--- src/rtl/level_classifier_pkg.sv ---
// Shared types for the CABAC level-class decoder: class encoding, FSM state
// and default widths.
package level_classifier_pkg;

  localparam int LEVEL_W = 16;
  localparam int BASE_W  = 8;

  typedef enum logic [1:0] {
    LC_ZERO     = 2'd0,
    LC_ONE      = 2'd1,
    LC_TWO      = 2'd2,
    LC_BASEPLUS = 2'd3
  } level_case_e;

  typedef enum logic {
    ST_IDLE   = 1'b0,
    ST_RESULT = 1'b1
  } lc_state_e;

  typedef struct packed {
    level_case_e        level_case;
    logic [LEVEL_W-1:0] symbol;
  } lc_result_t;

endpackage

--- src/rtl/level_classifier_decode.sv ---
// Combinational level classification and residual-symbol arithmetic.
// The symbol ceiling is applied only when LC_SYMBOL_CLAMP_EN is defined.
module level_classifier_decode
  import level_classifier_pkg::*;
#(
  parameter int                 LEVEL_W = level_classifier_pkg::LEVEL_W,
  parameter int                 BASE_W  = level_classifier_pkg::BASE_W,
  parameter logic [LEVEL_W-1:0] SYM_MAX = 16'hFFFF
) (
  input  logic [LEVEL_W-1:0] abs_level,
  input  logic [BASE_W-1:0]  base_level,
  output level_case_e        level_case,
  output logic [LEVEL_W-1:0] symbol
);

`ifdef LC_SYMBOL_CLAMP_EN
  localparam bit CLAMP_EN = 1'b1;
`else
  localparam bit CLAMP_EN = 1'b0;
`endif

  localparam logic [LEVEL_W-1:0] ONE_L = LEVEL_W'(1);
  localparam logic [LEVEL_W-1:0] TWO_L = LEVEL_W'(2);

  logic [LEVEL_W-1:0] base_ext;
  logic [LEVEL_W-1:0] raw_sym;

  // baseLevel is never wider than the level, so this cast only zero-extends.
  assign base_ext = LEVEL_W'(base_level);

  // Priority order matters: zero wins even over baseLevel==0, and the escape
  // test precedes ONE so that baseLevel==1 pushes level 1 into BASEPLUS.
  always_comb begin
    level_case = LC_ZERO;
    raw_sym    = '0;
    if (abs_level == '0) begin
      level_case = LC_ZERO;
      raw_sym    = '0;
    end else if (abs_level >= base_ext) begin
      level_case = LC_BASEPLUS;
      raw_sym    = abs_level - base_ext;
    end else if (abs_level == ONE_L) begin
      level_case = LC_ONE;
      raw_sym    = '0;
    end else begin
      level_case = LC_TWO;
      raw_sym    = abs_level - TWO_L;
    end
  end

  assign symbol = (CLAMP_EN && (raw_sym > SYM_MAX)) ? SYM_MAX : raw_sym;

endmodule

--- src/rtl/level_classifier.sv ---
// Level-class decoder top: registers one classification per start pulse.
// Optional symbol saturation is compiled in with LC_SYMBOL_CLAMP_EN.
module level_classifier
  import level_classifier_pkg::*;
#(
  parameter int                 LEVEL_W = level_classifier_pkg::LEVEL_W,
  parameter int                 BASE_W  = level_classifier_pkg::BASE_W,
  parameter logic [LEVEL_W-1:0] SYM_MAX = 16'hFFFF
) (
  input  logic               clk,
  input  logic               rst_n,
  input  logic               start,
  input  logic [LEVEL_W-1:0] uiAbsLevel,
  input  logic [BASE_W-1:0]  baseLevel,
  output level_case_e        level_case,
  output logic [LEVEL_W-1:0] symbol,
  output logic               done,
  output lc_state_e          state_dbg
);

  // Handshake: start is a request with no back-pressure; inputs are taken on
  // every clk edge where start=1, and done is high for the one cycle after
  // that edge carrying that request's result. Consecutive starts stream.

  level_case_e        dec_case;
  logic [LEVEL_W-1:0] dec_symbol;
  lc_state_e          state;

  level_classifier_decode #(
    .LEVEL_W (LEVEL_W),
    .BASE_W  (BASE_W),
    .SYM_MAX (SYM_MAX)
  ) u_decode (
    .abs_level  (uiAbsLevel),
    .base_level (baseLevel),
    .level_case (dec_case),
    .symbol     (dec_symbol)
  );

  // rst_n keeps its historical name but is an active-high reset.
  always_ff @(posedge clk or posedge rst_n) begin
    if (rst_n) begin
      state      <= ST_IDLE;
      level_case <= LC_ZERO;
      symbol     <= '0;
      done       <= 1'b0;
    end else begin
      case (state)
        ST_IDLE: begin
          if (start) begin
            state      <= ST_RESULT;
            level_case <= dec_case;
            symbol     <= dec_symbol;
            done       <= 1'b1;
          end
        end
        ST_RESULT: begin
          if (start) begin
            level_case <= dec_case;
            symbol     <= dec_symbol;
            done       <= 1'b1;
          end else begin
            state <= ST_IDLE;
            done  <= 1'b0;
          end
        end
        default: begin
          state <= ST_IDLE;
          done  <= 1'b0;
        end
      endcase
    end
  end

  assign state_dbg = state;

endmodule

--- config.mk ---
export PLATFORM = sky130hd
export DESIGN_NAME = level_classifier
export DESIGN_NICKNAME = d
export VERILOG_FILES = /design/src/rtl/level_classifier_pkg.sv /design/src/rtl/level_classifier_decode.sv /design/src/rtl/level_classifier.sv
export SDC_FILE = /design/constraint.sdc
export NUM_CORES = 1
export LEC_CHECK = 0
export CAP_MARGIN = 20
export CORE_MARGIN = 2
export CORE_UTILIZATION = 49
export CTS_CLUSTER_DIAMETER = 120
export CTS_CLUSTER_SIZE = 16
export DETAILED_ROUTE_END_ITERATION = 6
export PLACE_DENSITY_LB_ADDON = 0.08
export SLEW_MARGIN = 20
export SYNTH_ARGS = -nofsm -noshare
export SYNTH_HDL_FRONTEND = slang
export SYNTH_HIERARCHICAL = 1
export SYNTH_SLANG_ARGS = --single-unit
--- constraint.sdc ---
create_clock -name clk -period 1 [get_ports clk]
set_input_delay 0.1 -clock clk [delete_from_list [all_inputs] [get_ports clk]]
set_output_delay 0.1 -clock clk [all_outputs]
set_load 0.01 [all_outputs]
==> summary.txt, run 1 <==
status: finished with violations
failing checks: negative setup slack
number of global-route vias before repair: 2317
antenna violations before repair: 0
Hold Path Class: in -> async
largest net degree at the start of global routing: 21
WP data required: 1.26 ns
global-route wire length before repair: 11800 um
XOR/XNOR share of the synthesized area: 3.56%
Crit path arrival time: 2.60 ns
Fill cells: 110
commonest non-fill, non-tap cell in the layout: buf_4
fmax: 0.427 GHz
Netlist cell types: 50
Async SR Flop Fraction: 100%
most frequent cells in the layout: buf_4, dfrtp_1, buf_2
Starting Density: 51.2%
final setup fails: 18
Post-Route Skew: 0.000147 ns
Worst-Skew Late Latency: 0.31 ns
Final ANT Viol Nets: 0
CP max FO: 4
Die H: 63.3 um
CTS max path bufs: 2
Post-route DRC: 0
Pint: 0.00200 W
RSZ-0062 raised after global routing: true
CP cell instances: buf_6, or4_4, or4_4, or3_4, buf_4, or2_4, buf_4, a21oi_1, mux2_4
Net Switching: 0.00107 W
max_slew headroom: 65.7%
CTS tree: done
input/output buffers: 46
WHS: 0.150 ns
post-synthesis mux area share: 14.3%
layout cells sized above 1: 62.6%
switching part of the total power: 34.8%
final period utilization: 234%
diode count: 0
PwrDens: 970 nW/um^2
simple-gate share of the synthesized area: 19.9%
Mapped Area: 1720 sq um
post-synthesis register bit count: 20
num ports: 47
fin. max-slew vios: 0
Max VDD drop: 0.820 mV
DR vias: 2396
clock transition at the registers of the reported paths: 0.12 ns
area of the core: 3360 sq um
die area: 4000 sq um
row count: 21
1st-pass router iterations: 6
Routed WL: 8450 um
drt first-iter violations: 281
clock power share: 16.1%
Ys Warns: 6
sequential power share: 32.5%
fraction of the yosys area taken by sequential cells: 29.1%
Gate Count Post-Synth: 189
Vias/cell: 6.53
Synth Area in Compound Gates: 18.2%
Tightest Pin Transition: 0.512 ns
Post-synth top flop: dfrtp_1
clock root buffer: clkbuf_4
Worst setup SP type: input pin
die width: 63.3 um
final setup TNS: -21.66 ns
H-tree levels: 1
Hold Violations, Final: 0
Worst Path Class, Setup: in -> reg
CP peak stage delay: 0.53 ns
Synth-to-Final Area Change: 83.3%
Nets: 359
Setup crit end kind: register
Mean Syn Cell Area: 9.10 sq um
Sink Count: 20
Static Leakage: 1.46 nW
DR WL/cell: 23.0 um
grt ovf: 0
DP HPWL: 4310 um
Max-Cap Viols: 0
syn_nets: 226
routability congestion estimate: 0.868
Tot Pwr: 0.00306 W
minimum clock period: 2.34 ns
adder-cell share of the synthesized area: 7.71%
Num CTS Buffers: 3
Logic pwr share: 51.4%
Post-synth EDFFs: 0
PnR worst setup slack: -1.34 ns
largest family of logic cells by synthesized area: simple AND/OR/NAND/NOR gates
Total Routing Usage GR: 38.3%
crit path max-delay cell type: or4_4
## through the flow
step	setup WS, ns	area [sq um]	instances	utilization, %
2_1_floorplan	-1.46	1740	189	-
3_3_place_gp	-1.94	2650	332	78.8
3_5_place_dp	-2.00	2650	332	78.8
4_1_cts	-1.28	2950	358	87.6
5_1_grt	-1.38	3150	367	93.8
6_report	-1.34	3150	367	93.8
## cells by family after synthesis
kind of cell,after synthesis
flip-flops,20
multiplexers,19
AND/OR/NAND/NOR,61
XOR/XNOR,7
AO/OA/AOI/OAI,48
adder cells (fa/ha/maj),10
buffers and inverters,24
## Yosys cell counts (all sizes together) (2+ instances only)
| library cell | instances | share of area [%] |
|---|---|---|
| xnor2 | 5 | 2.5 |
| mux2 | 18 | 14 |
| nor2 | 15 | 3.3 |
| nand2b | 2 | 0.73 |
| or4 | 5 | 2.8 |
| nand4 | 2 | 0.73 |
| a211oi | 2 | 0.87 |
| nor4 | 3 | 1.1 |
| nand3b | 2 | 0.87 |
| o21ai | 6 | 1.7 |
| or3 | 6 | 2.5 |
| a21oi | 18 | 5.5 |
| nor3b | 2 | 0.87 |
| nand3 | 8 | 2.3 |
| nor3 | 8 | 2.3 |
| o211ai | 3 | 1.3 |
| nand2 | 4 | 0.87 |
| xor2 | 2 | 1.0 |
| a31oi | 2 | 0.73 |
| a21o | 4 | 1.8 |
| dfrtp | 20 | 29 |
| ha | 9 | 6.5 |
| or2 | 2 | 0.73 |
| o21a | 3 | 1.3 |
| inv | 18 | 3.9 |
| a21boi | 2 | 0.87 |
| buf | 5 | 3.1 |
## timing repair
| action | CTS | global route |
|---|---|---|
| buffers inserted | 23 | 10 |
| endpoints found under the hold margin | 0 | 0 |
| hold buffers | 0 | 0 |
| setup endpoints to repair | 38 | 25 |
| resized for setup | 166 | 45 |
| pin swaps | 27 | 26 |
| gates cloned | 1 | 0 |
## per-layer routing
layer / global-route usage, % / wire length (um) / vias up
met1: 40.8 / 2840 / 1125
met5: 0 / 0 / -
met2: 69.3 / 4240 / 228
met3: 8.21 / 669 / 81
li1: - / - / 962
met4: 22.3 / 690 / 0
## worst max-delay path, delay by kind of cell
family,cells,cell delay [ns]
multiplexers,1,0.22
AND/OR/NAND/NOR,4,1.63
buffers and inverters,3,0.41
AO/OA/AOI/OAI,1,0.23
## power by group through the flow
| stage | registers [W] | clock network (W) | logic [W] |
|---|---|---|---|
| 4_1_cts | 0.000985 | 0.000486 | 0.00134 |
| 5_1_grt | 0.00101 | 0.000534 | 0.00164 |
| 3_5_place_dp | 0.00101 | 0 | 0.00121 |
| 6_report | 0.000995 | 0.000493 | 0.00157 |
| 3_3_place_gp | 0.00100 | 0 | 0.00118 |
| 2_1_floorplan | 0.00106 | 0 | 0.000515 |
## registers in the layout, indices dropped and copies added (netlist names)
register / count
symbol: 16
level_case: 2
state_dbg: 1
done: 1
## path summary, 6_finish.rpt
check | startpoint | end | slack [ns] | depth (start not counted)
min | rst_n | done | 0.15 | 3
max in group asynchronous | rst_n | level_case[1] | 0.64 | 3
max | uiAbsLevel[8] | symbol[11] | -1.34 | 9
min reg2reg | symbol[5] | symbol[5] | 0.53 | 1
min in group clk | uiAbsLevel[8] | symbol[8] | 0.32 | 4
max reg2reg | symbol[11] | symbol[11] | 0.08 | 2
## cell type report
class | count | area [sq um] | share of cell area [%]
Tap cell | 46 | 57.6 | 1.82
Clock buffer | 4 | 36.3 | 1.15
Timing Repair Buffer | 133 | 1070 | 34.0
Multi-Input combinational cell | 146 | 1410 | 44.8
Inverter | 18 | 72.6 | 2.30
Sequential cell | 20 | 500 | 15.9
No activity file was read; power rests on OpenSTA's default activity.
==> run 2: changes to the inputs <==
--- a/config.mk
+++ b/config.mk
@@ -6,8 +6,10 @@
 export NUM_CORES = 1
 export LEC_CHECK = 0
 export CAP_MARGIN = 20
+export CELL_PAD_IN_SITES_DETAIL_PLACEMENT = 0
+export CELL_PAD_IN_SITES_GLOBAL_PLACEMENT = 1
 export CORE_MARGIN = 2
-export CORE_UTILIZATION = 49
+export CORE_UTILIZATION = 36
 export CTS_CLUSTER_DIAMETER = 120
 export CTS_CLUSTER_SIZE = 16
 export DETAILED_ROUTE_END_ITERATION = 6
==> run 2 against run 1 <==
  * Count of clock-buffer cells in the layout decreased by 1
  * Fmax increased by 0.12%
  * Non-clock buffer count decreased by 4
  * Largest power group unchanged
  * Sequential share of layout area increased by 0.29 points
  * Routed wire length decreased by 35%
  * Global-route usage decreased by 17 points
  * The run still ends with negative setup slack left
==> summary.txt, run 2 (synthesis gave the netlist of run 1 again) <==
status: finished with violations (unchanged)
failing checks: negative setup slack (unchanged)
most frequent cells in the layout: buf_4, dfrtp_1, clkbuf_2 (was buf_4, dfrtp_1, buf_2)
clock transition at the registers of the reported paths: 0.07 ns (was 0.12 ns)
most used cell, CP: or4_4
DP Worst Slack: -2.07 ns (was -2.00 ns)
drt first-iter violations: 46 (was 281)
GRT met3 Usage: 3.59% (was 8.21%)
DR WL/cell: 14.7 um (was 23.0 um)
max_slew headroom: 65.6% (was 65.7%)
Tightest Pin Transition: 0.511 ns (was 0.512 ns)
met2 Usage GRT: 37.5% (was 69.3%)
DR vias: 1919 (was 2396)
fin area: 3100 sq um (was 3150 sq um)
Static Leakage: 1.43 nW (was 1.46 nW)
Crit. Startpoint: uiAbsLevel[11] (was uiAbsLevel[8])
PwrDens: 1000 nW/um^2 (was 970 nW/um^2)
grt ovf: 0 (unchanged)
Fill cells: 406 (was 110)
Routed WL: 5450 um (was 8450 um)
Synth-to-Final Area Change: 80.1% (was 83.3%)
Worst Path Class, Setup: in -> reg (unchanged)
DP HPWL: 4230 um (was 4310 um)
fmax: 0.428 GHz (was 0.427 GHz)
Final ANT Viol Nets: 0 (unchanged)
Worst-Skew Late Latency: 0.25 ns (was 0.31 ns)
CP endpoint: symbol[13] (was symbol[11])
Die H: 73.1 um (was 63.3 um)
global-route wire length before repair: 8810 um (was 11800 um)
register area: 500 sq um (unchanged)
Total Routing Usage GR: 20.8% (was 38.3%)
Sink Count: 20 (unchanged)
Num CTS Buffers: 3 (unchanged)
clock root buffer: clkbuf_8 (was clkbuf_4)
fin. max-slew vios: 0 (unchanged)
Post-Route Skew: 0.000111 ns (was 0.000147 ns)
input/output buffers: 46 (unchanged)
r2r startpoint: symbol[1] (was symbol[11])
H-tree levels: 1 (unchanged)
Nets: 354 (was 359)
CP max FO: 3 (was 4)
Crit path arrival time: 2.54 ns (was 2.60 ns)
area of the core: 4660 sq um (was 3360 sq um)
max reg flops: 16 (unchanged)
layout cells sized above 1: 59.5% (was 62.6%)
Worst setup SP type: input pin (unchanged)
antenna violations before repair: 0 (unchanged)
RR Endpoint: symbol[1] (was symbol[11])
1st-pass router iterations: 4 (was 6)
Post-route DRC: 0 (unchanged)
final period utilization: 234% (about the same)
RSZ-0062 raised after global routing: true (unchanged)
minimum clock period: 2.34 ns (about the same)
final setup fails: 18 (unchanged)
cts hold-fix bufs: 0 (unchanged)
die width: 73.1 um (was 63.3 um)
diode count: 0 (unchanged)
grt peak-use layer: met2 (unchanged)
cell count of the worst reg-to-reg path: 2 (unchanged)
PnR worst setup slack: -1.34 ns (about the same)
num ports: 47 (unchanged)
placed cell areas: 2720 sq um (was 2650 sq um)
Max-Cap Viols: 0 (unchanged)
Hold Path Class: in -> async (unchanged)
Vias/cell: 5.19 (was 6.53)
crit path max-delay cell type: or4_4 (unchanged)
die area: 5350 sq um (was 4000 sq um)
Max VDD drop: 0.804 mV (was 0.820 mV)
WP data required: 1.20 ns (was 1.26 ns)
routability congestion estimate: 0.882 (was 0.868)
CP peak stage delay: 0.53 ns (about the same)
M1 GR Usage: 25.7% (was 40.8%)
CTS max path bufs: 2 (unchanged)
Post-Place Cells: 350 (was 332)
Hold Violations, Final: 0 (unchanged)
CTS tree: done (unchanged)
largest registers: symbol (16), level_case (2) (unchanged)
Most flops, register: symbol (unchanged)
commonest non-fill, non-tap cell in the layout: buf_4 (unchanged)
number of global-route vias before repair: 1972 (was 2317)
largest net degree at the start of global routing: 21 (unchanged)
row count: 25 (was 21)
R2R setup slack: 0.12 ns (was 0.08 ns)
Setup crit end kind: register (unchanged)
Starting Density: 36.9% (was 51.2%)
Layout Cells excl Fill: 370 (was 367)
CP cell instances: buf_6, or4_4, or4_4, or3_4, nor4_2, a211oi_2, nor3b_1, mux2_2 (was buf_6, or4_4, or4_4, or3_4, buf_4, or2_4, buf_4, a21oi_1, mux2_4)
area of the multi-input gates: 1370 sq um (was 1410 sq um)
[run 2: worst min-delay path by stage]
stage,from,to,slack [ns],cells past startpoint
after floorplan,rst_n,done,0.06,1
after global placement,rst_n,symbol[4],0.43,3
after detailed placement,rst_n,done,0.45,3
after CTS,rst_n,symbol[5],0.17,3
after global routing,rst_n,symbol[5],0.20,3
final,rst_n,symbol[5],0.16,3
[run 2: final cells by class]
cell class / count / area share, %
Clock buffer: 3 / 1.33
Clock inverter: 1 / 0.969
Inverter: 18 / 2.26
Multi-Input combinational cell: 145 / 44.1
Sequential cell: 20 / 16.2
Tap cell: 54 / 2.18
Timing Repair Buffer: 129 / 33.0
[run 2: stage by stage]
step | util (%) | total power, W | TNS [ns] | hold slack (ns)
2_1_floorplan | - | 0.00157 | -24.01 | 0.0638
3_3_place_gp | 58.4 | 0.00224 | -34.03 | 0.431
3_5_place_dp | 58.4 | 0.00226 | -34.90 | 0.450
4_1_cts | 65.0 | 0.00313 | -22.53 | 0.169
5_1_grt | 66.5 | 0.00328 | -22.55 | 0.195
6_report | 66.5 | 0.00310 | -21.75 | 0.162
[run 2: where the power goes]
part / switching [W] / leakage [nW] / total [W] / internal [W]
Sequential: 0.0000631 / 0.226 / 0.000988 / 0.000925
Combinational: 0.000561 / 1.17 / 0.00131 / 0.000752
Clock: 0.000261 / 0.0357 / 0.000795 / 0.000534
Total: 0.000885 / 1.43 / 0.00310 / 0.00221
[run 2: critical path: cells and delay by family]
family                 cells  cell delay (ns)
muxes                      1             0.18
and+or+nand+nor            5             2.08
AOI/OAI and AO/OA          1             0.09
buffers and inverters      1             0.09
[run 2: routing by layer]
| metal | wire, um | vias up | share of wire [%] |
|---|---|---|---|
| met5 | 0 | - | 0 |
| met4 | 57 | 0 | 1.0 |
| met3 | 149 | 6 | 2.7 |
| met1 | 2380 | 929 | 44 |
| met2 | 2860 | 38 | 53 |
| li1 | - | 946 | - |
[run 2: what timing repair did]
item,4_1_cts,5_1_grt
setup endpoints to repair,38,35
setup buffers,9,8
resized for setup,119,51
pin swaps,21,17
==> run 3: changes to the inputs <==
--- a/config.mk
+++ b/config.mk
@@ -13,6 +13,7 @@
 export CTS_CLUSTER_DIAMETER = 120
 export CTS_CLUSTER_SIZE = 16
 export DETAILED_ROUTE_END_ITERATION = 6
+export GPL_TIMING_DRIVEN = 0
 export PLACE_DENSITY_LB_ADDON = 0.08
 export SLEW_MARGIN = 20
 export SYNTH_ARGS = -nofsm -noshare
==> run 3 against run 2 <==
  * The run still ends with negative setup slack left
  * Cell area shrank 9.5%
  * Non-clock buffer count down 41
  * Sequential power about the same
  * Worst setup slack worse by 0.0034 ns
  * Sequential cell count did not move
  * Via count decreased by 4.8%
  * First-iteration DRC count grew 20%
  * Critical path type unchanged
  * Largest cell class unchanged
  * Highest routed layer unchanged
==> summary.txt, run 3 (synthesis gave the netlist of run 1 again) <==
Worst Path Class, Setup: in -> reg (unchanged)
CTS tree: done (unchanged)
Hold Path Class: in -> reg (was in -> async)
DR WL/cell: 16.6 um (was 14.7 um)
Max VDD drop: 0.791 mV (was 0.804 mV)
CTS max path bufs: 2 (unchanged)
failing checks: negative setup slack (unchanged)
CP peak stage delay: 0.53 ns (about the same)
num ports: 47 (unchanged)
Sink Count: 20 (unchanged)
die width: 73.1 um (unchanged)
sequential power share: 35.4% (was 31.9%)
DP HPWL: 3690 um (was 4230 um)
die area: 5350 sq um (unchanged)
drt first-iter violations: 55 (was 46)
number of global-route vias before repair: 1829 (was 1972)
Synth-to-Final Area Change: 62.9% (was 80.1%)
fmax: 0.427 GHz (was 0.428 GHz)
final period utilization: 234% (about the same)
Total Routing Usage GR: 21.4% (was 20.8%)
row count: 25 (unchanged)
r2r startpoint: symbol[15] (was symbol[1])
CP max FO: 6 (was 3)
commonest non-fill, non-tap cell in the layout: buf_4 (unchanged)
diode count: 0 (unchanged)
RSZ-0062 raised after global routing: true (unchanged)
area of the core: 4660 sq um (unchanged)
R2R setup slack: 0.10 ns (was 0.12 ns)
CP cell instances: buf_6, or4_4, or4_4, or3_4, or2_1, buf_6, or3_4, a21oi_2, mux2_4 (was buf_6, or4_4, or4_4, or3_4, nor4_2, a211oi_2, nor3b_1, mux2_2)
most frequent cells in the layout: buf_4, dfrtp_1, clkbuf_2 (unchanged)
Routed WL: 5460 um (was 5450 um)
Final ANT Viol Nets: 0 (unchanged)
RR Endpoint: symbol[15] (was symbol[1])
area of the multi-input gates: 1370 sq um (unchanged)
clock root buffer: clkbuf_8 (unchanged)
Worst setup SP type: input pin (unchanged)
minimum clock period: 2.34 ns (about the same)
fin. max-slew vios: 0 (unchanged)
Crit path arrival time: 2.54 ns (about the same)
PwrDens: 998 nW/um^2 (was 1000 nW/um^2)
cell count of the worst reg-to-reg path: 2 (unchanged)
DR vias: 1827 (was 1919)
Hold Path End: symbol[8]
Post-Route Skew: 0.0000636 ns (was 0.000111 ns)
Hold Violations, Final: 0 (unchanged)
H-tree levels: 1 (unchanged)
WP data required: 1.20 ns (about the same)
largest net degree at the start of global routing: 21 (unchanged)
WHS Path Cells: 3
Nets: 313 (was 354)
max reg flops: 16 (unchanged)
antenna violations before repair: 0 (unchanged)
crit path max-delay cell type: or4_4 (unchanged)
Starting Density: 36.9% (unchanged)
Num CTS Buffers: 3 (unchanged)
Most flops, register: symbol (unchanged)
hold wc startpoint: uiAbsLevel[8]
clock power share: 21.8% (was 25.7%)
layout cells sized above 1: 53.5% (was 59.5%)
grt ovf: 0 (unchanged)
Logic pwr share: 42.8% (was 42.4%)
global-route wire length before repair: 8890 um (was 8810 um)
Worst-Skew Late Latency: 0.26 ns (was 0.25 ns)
PnR worst setup slack: -1.34 ns (about the same)
max_slew headroom: 50.2% (was 65.6%)
Static Leakage: 1.26 nW (was 1.43 nW)
Tot Pwr: 0.00280 W (was 0.00310 W)
status: finished with violations (unchanged)
Die H: 73.1 um (unchanged)
largest registers: symbol (16), level_case (2) (unchanged)
Pint: 0.00193 W (was 0.00221 W)
clock transition at the registers of the reported paths: 0.07 ns (about the same)
Max-Cap Viols: 0 (unchanged)
input/output buffers: 46 (unchanged)
DP Worst Slack: -2.36 ns (was -2.07 ns)
Tightest Pin Transition: 0.746 ns (was 0.511 ns)
1st-pass router iterations: 4 (unchanged)
Setup crit end kind: register (unchanged)
Net Switching: 0.000864 W (was 0.000885 W)
switching part of the total power: 30.9% (was 28.6%)
Vias/cell: 5.55 (was 5.19)
Fill cells: 420 (was 406)
routability congestion estimate: 0.884 (was 0.882)
final setup fails: 18 (unchanged)
Post-route DRC: 0 (unchanged)
register area: 500 sq um (unchanged)
==> run 3: cell count changes in the layout (fill, tap and decap cells not counted), sizes merged <==
cell,previous run,this run
bufinv,1,0
dlygate4sd2,6,8
buf,88,48
clkdlybuf4s50,6,4
clkdlybuf4s15,7,6
bufbuf,0,1
==> run 3: critical path, delay by kind of cell <==
family                 cells  cell delay (ns)
buffers and inverters      2             0.23
AO/OA/AOI/OAI              1             0.13
multiplexers               1             0.14
AND/OR/NAND/NOR            5             1.93
==> run 3: final cells by class <==
type,instances,area share (%)
Multi-Input combinational cell,145,48.8
Timing Repair Buffer,82,23.9
Sequential cell,20,17.9
Buffer,6,2.59
Inverter,18,2.50
Tap cell,54,2.41
Clock buffer,4,1.96
==> run 3: how the worst max path moves through the flow <==
stage	endpoint	cells after the start	startpoint	slack [ns]
5_1_grt	symbol[2]	9	uiAbsLevel[11]	-1.38
3_5_place_dp	symbol[4]	11	uiAbsLevel[0]	-2.36
3_3_place_gp	symbol[4]	11	uiAbsLevel[0]	-2.34
6_report	symbol[2]	9	uiAbsLevel[11]	-1.34
2_1_floorplan	symbol[2]	8	uiAbsLevel[9]	-1.46
4_1_cts	symbol[13]	9	uiAbsLevel[11]	-1.39
==> run 3: power by group through the flow <==
stage | Sequential, W | Clock [W] | Combinational [W]
floorplan | 0.00106 | 0 | 0.000515
global placement | 0.00100 | 0 | 0.00105
detailed placement | 0.00101 | 0 | 0.00106
CTS | 0.000992 | 0.000633 | 0.00123
global route | 0.00101 | 0.000667 | 0.00130
finish | 0.000991 | 0.000611 | 0.00120
==> run 3: metrics by stage <==
stage	cell area, sq um	util (%)	hold slack [ns]	std cells	TNS, ns
global route	2800	60.1	0.235	329	-23.80
finish	2800	60.1	0.241	329	-23.07
detailed placement	2270	48.6	0.489	289	-41.95
CTS	2860	61.3	0.241	327	-23.57
floorplan	1740	-	0.0638	189	-24.01
global placement	2270	48.6	0.470	289	-40.82
==> run 3: repair_timing <==
| item | in CTS | in global routing |
|---|---|---|
| setup buffers | 33 | 2 |
| gates cloned | 1 | 0 |
| setup endpoints to repair | 38 | 37 |
| pin swaps | 31 | 11 |
| hold buffers | 0 | 0 |
| resized for setup | 161 | 26 |
==> run 3: per-layer routing <==
metal  routed length (um)  GRT usage (%)  part of all wire [%]
met1                 2360           27.7                    43
met3                  259           3.45                   4.7
met2                 2780           37.9                    51
met4                   55           3.29                   1.0
met5                    0              0                     0
